[src/rtl/mvm_pkg.sv]
// Shared definitions for the matrix-vector host driver: default operand
// dimensions, derived sizes and the run-control state encoding.
package mvm_pkg;

    localparam int DEF_NROWS_A = 3;
    localparam int DEF_NCOLS_A = 3;
    localparam int DEF_NROWS_B = 3;
    localparam int DEF_NCOLS_B = 1;

    localparam int A_SIZE = DEF_NROWS_A * DEF_NCOLS_A;
    localparam int B_SIZE = DEF_NROWS_B * DEF_NCOLS_B;
    localparam int NRES   = DEF_NROWS_A * DEF_NCOLS_B;

    typedef enum logic [2:0] {
        IDLE,
        SEND_A,
        SEND_B,
        RECV,
        DONE
    } mvm_state_t;

endpackage

[src/rtl/mvm_drv_out_reg.sv]
// Operand-stream output register: holds m_data/m_valid until the controller
// loads the next operand after a transfer (or on a new run).
module mvm_drv_out_reg (
    input  logic              clk,
    input  logic              reset,
    input  logic              load,
    input  logic              load_valid,
    input  logic signed [7:0] load_data,
    output logic signed [7:0] m_data,
    output logic              m_valid
);

    always_ff @(posedge clk) begin
        if (reset) begin
            m_data  <= '0;
            m_valid <= 1'b0;
        end else if (load) begin
            m_valid <= load_valid;
            m_data  <= load_valid ? load_data : '0;
        end
    end

endmodule

[src/rtl/mvm_host_driver.sv]
// Host-side driver for a streaming matrix-vector multiplier: stores A and B,
// streams them out with valid/ready, and collects the results with overflow.
module mvm_host_driver
    import mvm_pkg::*;
#(
    parameter int NROWS_A = DEF_NROWS_A,
    parameter int NCOLS_A = DEF_NCOLS_A,
    parameter int NROWS_B = DEF_NROWS_B,
    parameter int NCOLS_B = DEF_NCOLS_B,
    localparam int RES_AW = ((NROWS_A * NCOLS_B) > 1) ? $clog2(NROWS_A * NCOLS_B) : 1
) (
    input  logic                     clk,
    input  logic                     reset,
    input  logic                     cfg_we,
    input  logic [3:0]               cfg_addr,
    input  logic signed [7:0]        cfg_data,
    input  logic                     start,
    output logic                     busy,
    output logic                     done,
    output logic signed [7:0]        m_data,
    output logic                     m_valid,
    input  logic                     m_ready,
    input  logic signed [15:0]       s_data,
    input  logic                     s_valid,
    output logic                     s_ready,
    input  logic                     s_overflow,
    input  logic [RES_AW-1:0]        res_addr,
    output logic signed [15:0]       res_data,
    output logic                     res_ovf,
    output logic                     ovf_any
);

    localparam int A_SZ  = NROWS_A * NCOLS_A;
    localparam int B_SZ  = NROWS_B * NCOLS_B;
    localparam int OP_SZ = A_SZ + B_SZ;
    localparam int N_RES = NROWS_A * NCOLS_B;

    mvm_state_t state, state_next;

    logic [3:0]          op_idx;
    logic [RES_AW-1:0]   res_idx;
    logic signed [7:0]   op_mem  [OP_SZ];
    logic signed [15:0]  res_mem [N_RES];
    logic [N_RES-1:0]    ovf_flags;

    logic start_ok, m_fire, s_fire, a_last, b_last, res_last, cfg_open;
    logic load, load_valid;
    logic signed [7:0] load_data;

    assign cfg_open = (state == IDLE) || (state == DONE);
    assign start_ok = start && cfg_open;
    assign m_fire   = m_valid && m_ready;
    assign s_fire   = s_valid && s_ready;
    assign a_last   = op_idx == 4'(A_SZ - 1);
    assign b_last   = op_idx == 4'(B_SZ - 1);
    assign res_last = res_idx == RES_AW'(N_RES - 1);

    always_ff @(posedge clk) begin
        if (reset) state <= IDLE;
        else       state <= state_next;
    end

    always_comb begin
        state_next = state;
        case (state)
            IDLE, DONE: if (start)              state_next = SEND_A;
            SEND_A:     if (m_fire && a_last)   state_next = SEND_B;
            SEND_B:     if (m_fire && b_last)   state_next = RECV;
            RECV:       if (s_fire && res_last) state_next = DONE;
            default:                            state_next = IDLE;
        endcase
    end

    // The next operand is loaded into the output register on the same edge as
    // the transfer, so the A->B boundary produces no bubble.
    always_comb begin
        busy       = 1'b0;
        done       = 1'b0;
        s_ready    = 1'b0;
        load       = 1'b0;
        load_valid = 1'b0;
        load_data  = '0;
        case (state)
            IDLE, DONE: begin
                done = (state == DONE);
                if (start) begin
                    load       = 1'b1;
                    load_valid = 1'b1;
                    load_data  = op_mem[0];
                end
            end
            SEND_A: begin
                busy = 1'b1;
                if (m_fire) begin
                    load       = 1'b1;
                    load_valid = 1'b1;
                    load_data  = a_last ? op_mem[A_SZ] : op_mem[op_idx + 4'd1];
                end
            end
            SEND_B: begin
                busy = 1'b1;
                if (m_fire) begin
                    load       = 1'b1;
                    load_valid = !b_last;
                    if (!b_last) load_data = op_mem[4'(A_SZ) + op_idx + 4'd1];
                end
            end
            RECV: begin
                busy    = 1'b1;
                s_ready = 1'b1;
            end
            default: ;
        endcase
    end

    always_ff @(posedge clk) begin
        if (reset || start_ok) begin
            op_idx <= '0;
        end else if (m_fire && (state == SEND_A || state == SEND_B)) begin
            if ((state == SEND_A && a_last) || (state == SEND_B && b_last)) op_idx <= '0;
            else                                                            op_idx <= op_idx + 4'd1;
        end
    end

    always_ff @(posedge clk) begin
        if (reset || start_ok) begin
            res_idx   <= '0;
            ovf_flags <= '0;
            for (int unsigned i = 0; i < N_RES; i++) res_mem[i] <= '0;
        end else if (s_fire) begin
            res_mem[res_idx]   <= s_data;
            ovf_flags[res_idx] <= s_overflow;
            res_idx            <= res_last ? '0 : res_idx + 1'b1;
        end
    end

    always_ff @(posedge clk) begin
        if (cfg_we && cfg_open && ({1'b0, cfg_addr} < 5'(OP_SZ)))
            op_mem[cfg_addr] <= cfg_data;
    end

    always_comb begin
        res_data = '0;
        res_ovf  = 1'b0;
        if (int'(res_addr) < N_RES) begin
            res_data = res_mem[res_addr];
            res_ovf  = ovf_flags[res_addr];
        end
    end

    assign ovf_any = |ovf_flags;

    mvm_drv_out_reg u_out_reg (
        .clk        (clk),
        .reset      (reset),
        .load       (load),
        .load_valid (load_valid),
        .load_data  (load_data),
        .m_data     (m_data),
        .m_valid    (m_valid)
    );

endmodule

[config.mk]
export PLATFORM = sky130hd
export DESIGN_NAME = mvm_host_driver
export DESIGN_NICKNAME = d
export VERILOG_FILES = /design/src/rtl/mvm_pkg.sv /design/src/rtl/mvm_drv_out_reg.sv /design/src/rtl/mvm_host_driver.sv
export SDC_FILE = /design/constraint.sdc
export NUM_CORES = 1
export LEC_CHECK = 0
export ABC_CLOCK_PERIOD_IN_PS = 3600
export BUFFER_PORTS_ARGS = -buffer_cell sky130_fd_sc_hd__buf_4
export CAP_MARGIN = 5
export CORE_ASPECT_RATIO = 1.5
export CORE_MARGIN = 4
export CORE_UTILIZATION = 60
export CTS_CLUSTER_DIAMETER = 100
export DETAILED_ROUTE_END_ITERATION = 12
export PLACE_DENSITY_LB_ADDON = 0.05
export SYNTH_ARGS = -nofsm -noshare
export SYNTH_HDL_FRONTEND = slang
export SYNTH_SLANG_ARGS = --single-unit
[constraint.sdc]
create_clock -name clk -period 3.6 [get_ports clk]
set_clock_uncertainty 0.1 [all_clocks]
set_input_delay 0.72 -clock clk [delete_from_list [all_inputs] [get_ports clk]]
set_output_delay 0.72 -clock clk [all_outputs]
set_load 0.01 [all_outputs]
== Yosys cells after proc, flatten, opt, wreduce, memory -nomap -nowiden ==
Memory sizes are Yosys's and may differ from the RTL's.
Cells that the tools add are included.

* Multiply operators: 0
* Reduce and logical (&&, ||, !) cells: 24
* Bitwise gates (word level): 0
* Eq/ne operators: 11
* Shift operators: 0
* Muxes and demuxes: 39
* Divide/modulo/power cells: 0
* $add $sub $neg: 4
* Magnitude comparators: 5

{| class="wikitable"
|+ Operators by type and width
! operator !! number
|-
| $mux 8 || 6
|-
| $mux 16 || 2
|-
| $pmux 8 s3 || 1
|-
| $mux 1 || 17
|-
| $reduce_or 16->1 || 1
|-
| $logic_and 1x1->1 || 12
|-
| $mux 3 || 4
|-
| $pmux 3 s4 || 1
|-
| $add 4x1->4 const B || 2
|-
| $ne 2x2->1 const B || 4
|-
| $eq 3x2->1 const B || 2
|-
| $lt 2x3->1 const B || 2
|-
| $reduce_or 3->1 || 2
|-
| $add 4x4->4 const A || 1
|-
| $eq 4x2->1 const B || 1
|-
| $eq 4x4->1 const B || 1
|-
| $logic_or 1x1->1 || 4
|-
| $lt 4x4->1 const B || 1
|-
| $mux 2 || 2
|-
| $mux 4 || 1
|-
| $reduce_and 4->1 || 1
|-
| $reduce_or 2->1 || 2
|-
| $bwmux 3 || 1
|-
| $eq 3x1->1 const B || 1
|-
| other kinds (11) || 11
|}

* Register bits after elaboration: 21
* Word-level logic and storage cells: 91
* Memory bits (read-only): 0
* Latch bits: 0
* Input bits: 37
* Bits in writable memories: 144
* Memories: 2

{| class="wikitable"
|+ Memory list
! name !! words !! width !! read ports !! clocked after memory_dff !! write ports !! RTL line !! RTL
|-
| op_mem || 12 || 8 || 4 || 0 || 1 || mvm_host_driver.sv:42 || <nowiki>logic signed [7:0] op_mem [OP_SZ];</nowiki>
|-
| res_mem || 3 || 16 || 1 || 0 || 3 || mvm_host_driver.sv:43 || <nowiki>logic signed [15:0] res_mem [N_RES];</nowiki>
|}

== Logic depth before layout (Yosys ltp) ==
* Depth after elaboration: 8
* Depth in mapped cells: 10
* Gate-level depth less buffers: 6

== Cells and area by module ==
From an unflattened synthesis, not the netlist that was laid out.

* Cells, all modules: 564
* Area, all modules: 7898.8 sq um

{| class="wikitable"
|+ By module, submodules not included
! module !! instances !! cells each !! sequential area each (sq um) !! area an instance (sq um)
|-
| mvm_host_driver || 1 || 526 || 4564.4 || 7554.7
|-
| mvm_drv_out_reg || 1 || 38 || 180.2 || 344.1
|}

== Worst setup path before layout ==
No wires, ideal clock.

* Path type: flip-flop to flip-flop
* From: register op_idx[1]
* To: register u_out_reg.m_data[5]
* Arrival: 2.485 ns
* Stages on the path, launching flop included: 11
* Path slack: 0.895 ns
* Data required time: 3.380 ns
* Path buffers: 4
* Path through: dfxtp_1 > clkbuf_1 > buf_2 > inv_1 > ha_1 > buf_2 > clkbuf_1 > mux4_2 > a21oi_1 > a21oi_1 > a211o_1

* Longest elaborated chain between the ends: 7

{| class="wikitable"
|+ RTL lines
! item !! RTL line !! RTL
|-
| from (decl) || mvm_host_driver.sv:40 || <nowiki>logic [3:0] op_idx;</nowiki>
|-
| from (signal assigned) || mvm_host_driver.sv:121 || <nowiki>else op_idx <= op_idx + 4'd1;</nowiki>
|-
| $add 4x4->4 || mvm_host_driver.sv:105 || <nowiki>if (!b_last) load_data = op_mem[4'(A_SZ) + op_idx + 4'd1];</nowiki>
|-
| $add 4x1->4 || mvm_host_driver.sv:105 ||
|-
| $mem_v2 12x8 || -- ||
|-
| $mux 8 || mvm_host_driver.sv:105 ||
|-
| $mux 8 || mvm_host_driver.sv:102 || <nowiki>if (m_fire) begin</nowiki>
|-
| $pmux 8 s3 || mvm_host_driver.sv:83 || <nowiki>case (state)</nowiki>
|-
| $mux 8 (*) || mvm_drv_out_reg.sv:19 || <nowiki>m_data <= load_valid ? load_data : '0;</nowiki>
|-
| to (signal assigned) || mvm_drv_out_reg.sv:19 ||
|-
| to (decl) || mvm_drv_out_reg.sv:9 || <nowiki>output logic signed [7:0] m_data,</nowiki>
|}

Mark *: on every way between the ends. The rest lies on a longest branch, timed or not.
A chain may end at the register's enable or synchronous reset.

== Worst setup path after layout ==
* From: input port res_addr[1]
* To: output port res_data[10]

* Longest elaborated chain between the ends: 2

{| class="wikitable"
|+ RTL lines
! item !! RTL line !! RTL
|-
| from (decl) || mvm_host_driver.sv:27 || <nowiki>input logic [RES_AW-1:0] res_addr,</nowiki>
|-
| $mem_v2 3x16 or $lt 2x2->1 (tied branches) || -- ||
|-
| $mux 16 (*) || mvm_host_driver.sv:145 || <nowiki>if (int'(res_addr) < N_RES) begin</nowiki>
|-
| to (decl) || mvm_host_driver.sv:28 || <nowiki>output logic signed [15:0] res_data,</nowiki>
|}

Marked as above.

==> metrics.yaml <==
wl_per_cell_um: 22.0
track_usage_pct: 24.2
cpPeakStageDelay_ns: 0.42
slowest_stage: "nor2b_1"
clockBufferDepth: 2
cts_sinks: 165
cts_resized: 0
path_clk_slew_ns: 0.07
finalCritPeriodShare_pct: 77.1
syn_to_final_growth_pct: 15.0
synth.top_cell.area_share_pct: 54.1
maxSlewViolCount: 0
path_cells: "buf_4 -> nor2b_1 -> buf_4 -> nand2_1 -> o21ai_0 -> buf_4"
syn_inst: 550
yosysSeqAreaShare_pct: 59.3
mostFrequentLayoutCell: "edfxtp_1"
nFillCells: 887
cp-start-kind: "input port"
crit_buf_inv: 3
worstSetupPathType: "input port to output port"
status: "finished clean"
grt_pass1_wl_um: 27500
tns_ns: 0
path_max_fanout: 18
h-tree-depth: 4
hold_violations: 0
yosysTopAreaCell: "edfxtp_1"
cts-buffers-inserted: 17
synth_edf_count: 144
setup_slack_ns: 0.824
io_buffer_count: 66
maxCapViolCount: 0
postCtsHoldBufs: 0
synth_warnings: 0
slew_headroom_pct: 43.3
seqCellArea_um2: 4750
routabilityCongestion: 0.879
cts_root_buf: "clkbuf_16"
postSynth.asyncResetShare_pct: 0
rows: 51
die_w_um: 102
drt_iter0_drc: 291
min_path_type: "register to register"
pwr-share-seq_pct: 51.8
drc: 0
comb_power_share_pct: 6.1
yosys_most_used_dff: "edfxtp_1"
grt_pass1_vias: 5220
p_sw_mw: 0.949
syn_area_um2: 8000
grt_max_degree: 28
die_h_um: 149
drive_above_1_share_pct: 29.1
firstDrtPassIters: 5
cts_tree: "done"
layout_common_cells: "edfxtp_1, buf_4, and2_1, mux4_2, nand2_1"
path_common_cell: "buf_4"
die_area_um2: 15300
cp.required_ns: 2.78
gr-total-overflow: 0
vias: 4953
swShare_pct: 22.8
coreArea_um2: 13000
multi_input_area_um2: 3040
p_per_area_nw_per_um2: 453
syn_avg_cell_area_um2: 14.5
dpl.hpwl_um: 12600
period_needed_ns: 2.78
setup_viol: 0
post_cts_buffers: 0
initial_core_util_pct: 61.4
antenna_left: 0
synth_nets: 591
via_per_inst: 6.29
clkLatencyLatePin_ns: 0.43
routed_wl_um: 17300
crit_path_end_kind: "output port"
rsz0062_at_grt: "false"
worstMarginPinSlew_ns: 0.848
clkPwrFrac_pct: 42.1
antenna_found_initial: 0
synth_area_leaders: "edfxtp_1, mux4_2, dfxtp_1"
internal-power_mw: 3.21
p_leak_nw: 3.22
regToRegSetupSlack_ns: 0.99
max_freq_ghz: 0.360
power_mw: 4.16
whs_ns: 0.381
worstPathArrival_ns: 1.96
ios: 67
ys_types: 60
cp_top_family: "buffers and inverters"
ir_worst_vdd_mv: 0.354
antenna_cells: 0
synth-seq-cells: 165
pre_cts_ws_ns: 0.778
nets: 657
[state kept, by name (all words and copies together), names as in the netlist]
| signal | flops |
|---|---|
| op_mem | 96 |
| res_mem | 48 |
| u_out_reg.m_data | 8 |
| op_idx | 4 |
| ovf_flags | 3 |
| state | 3 |
| res_idx | 2 |
| u_out_reg.m_valid | 1 |
[through the flow]
| stage | area, µm² | instances | util (%) |
|---|---|---|---|
| global route | 9190 | 788 | 70.6 |
| finish | 9190 | 788 | 70.6 |
| CTS | 9190 | 788 | 70.6 |
| floorplan | 8000 | 550 | - |
| global placement | 8620 | 756 | 66.2 |
| detailed placement | 8620 | 756 | 66.2 |
[power groups by stage]
stage,Combinational [mW],Clock (mW),Sequential (mW)
floorplan,0.140,0,2.19
global placement,0.252,0,2.19
detailed placement,0.257,0,2.20
CTS,0.258,1.77,2.16
global route,0.278,1.86,2.16
finish,0.254,1.75,2.16
[cells by family (layout without fill, tap and decap cells)]
kind of cell               after synthesis  after routing  share of synthesized area (%)
DFF                                    165            165                           59.3
and+or+nand+nor                        168            168                           12.1
buffers and inverters                   41            120                           2.68
AOI/OAI and AO/OA                       86             86                           7.32
adders and majority gates                4              4                          0.626
xor gates and xnor gates                 3              3                          0.517
muxes                                   83             83                           17.4
[final cells by class]
type	instances	area share (%)
multi-input combinational	344	33.0
clock buffer	17	4.63
timing repair buffer	83	6.78
clock inverter	15	1.58
tap	159	2.16
sequential	165	51.6
inverter	5	0.204
[path summary, 6_finish.rpt]
kind | from | to | cells after the start
worst max-delay path | res_addr[1] | res_data[10] | 6
worst min-delay path | ovf_flags[2] | ovf_flags[2] | 2
worst max register to register | state[0] | op_mem[3][0] | 3
worst min register to register | ovf_flags[2] | ovf_flags[2] | 2
[cells in the mapped netlist, drive strengths merged (2+ instances only)]
cell type / count
o22ai: 4
mux4: 44
a211oi: 5
buf: 17
and2: 49
nand4b: 10
mux2: 8
nand2: 42
mux2i: 31
and3b: 2
dfxtp: 21
and4b: 2
a211o: 8
nor2b: 2
o21ai: 20
edfxtp: 144
nor3: 5
nor3b: 3
a21oi: 15
or3: 5
o221ai: 4
clkbuf: 19
nor2: 28
inv: 5
or3b: 4
nand2b: 4
or2: 2
ha: 4
xor2: 2
nand3b: 5
a31oi: 6
a31o: 4
o211ai: 12
[worst min-delay path, cell delays in order (launching register included)]
cell     delay, ns
dfxtp_1       0.33
nand2_1       0.06
a21oi_1       0.05
[layer usage]
metal	track usage, %	part of all wire [%]
met5	0	0
met4	7.68	1.7
met2	44.6	56
met3	4.63	5.2
met1	27.7	37
(Power assumes the default switching activity.)
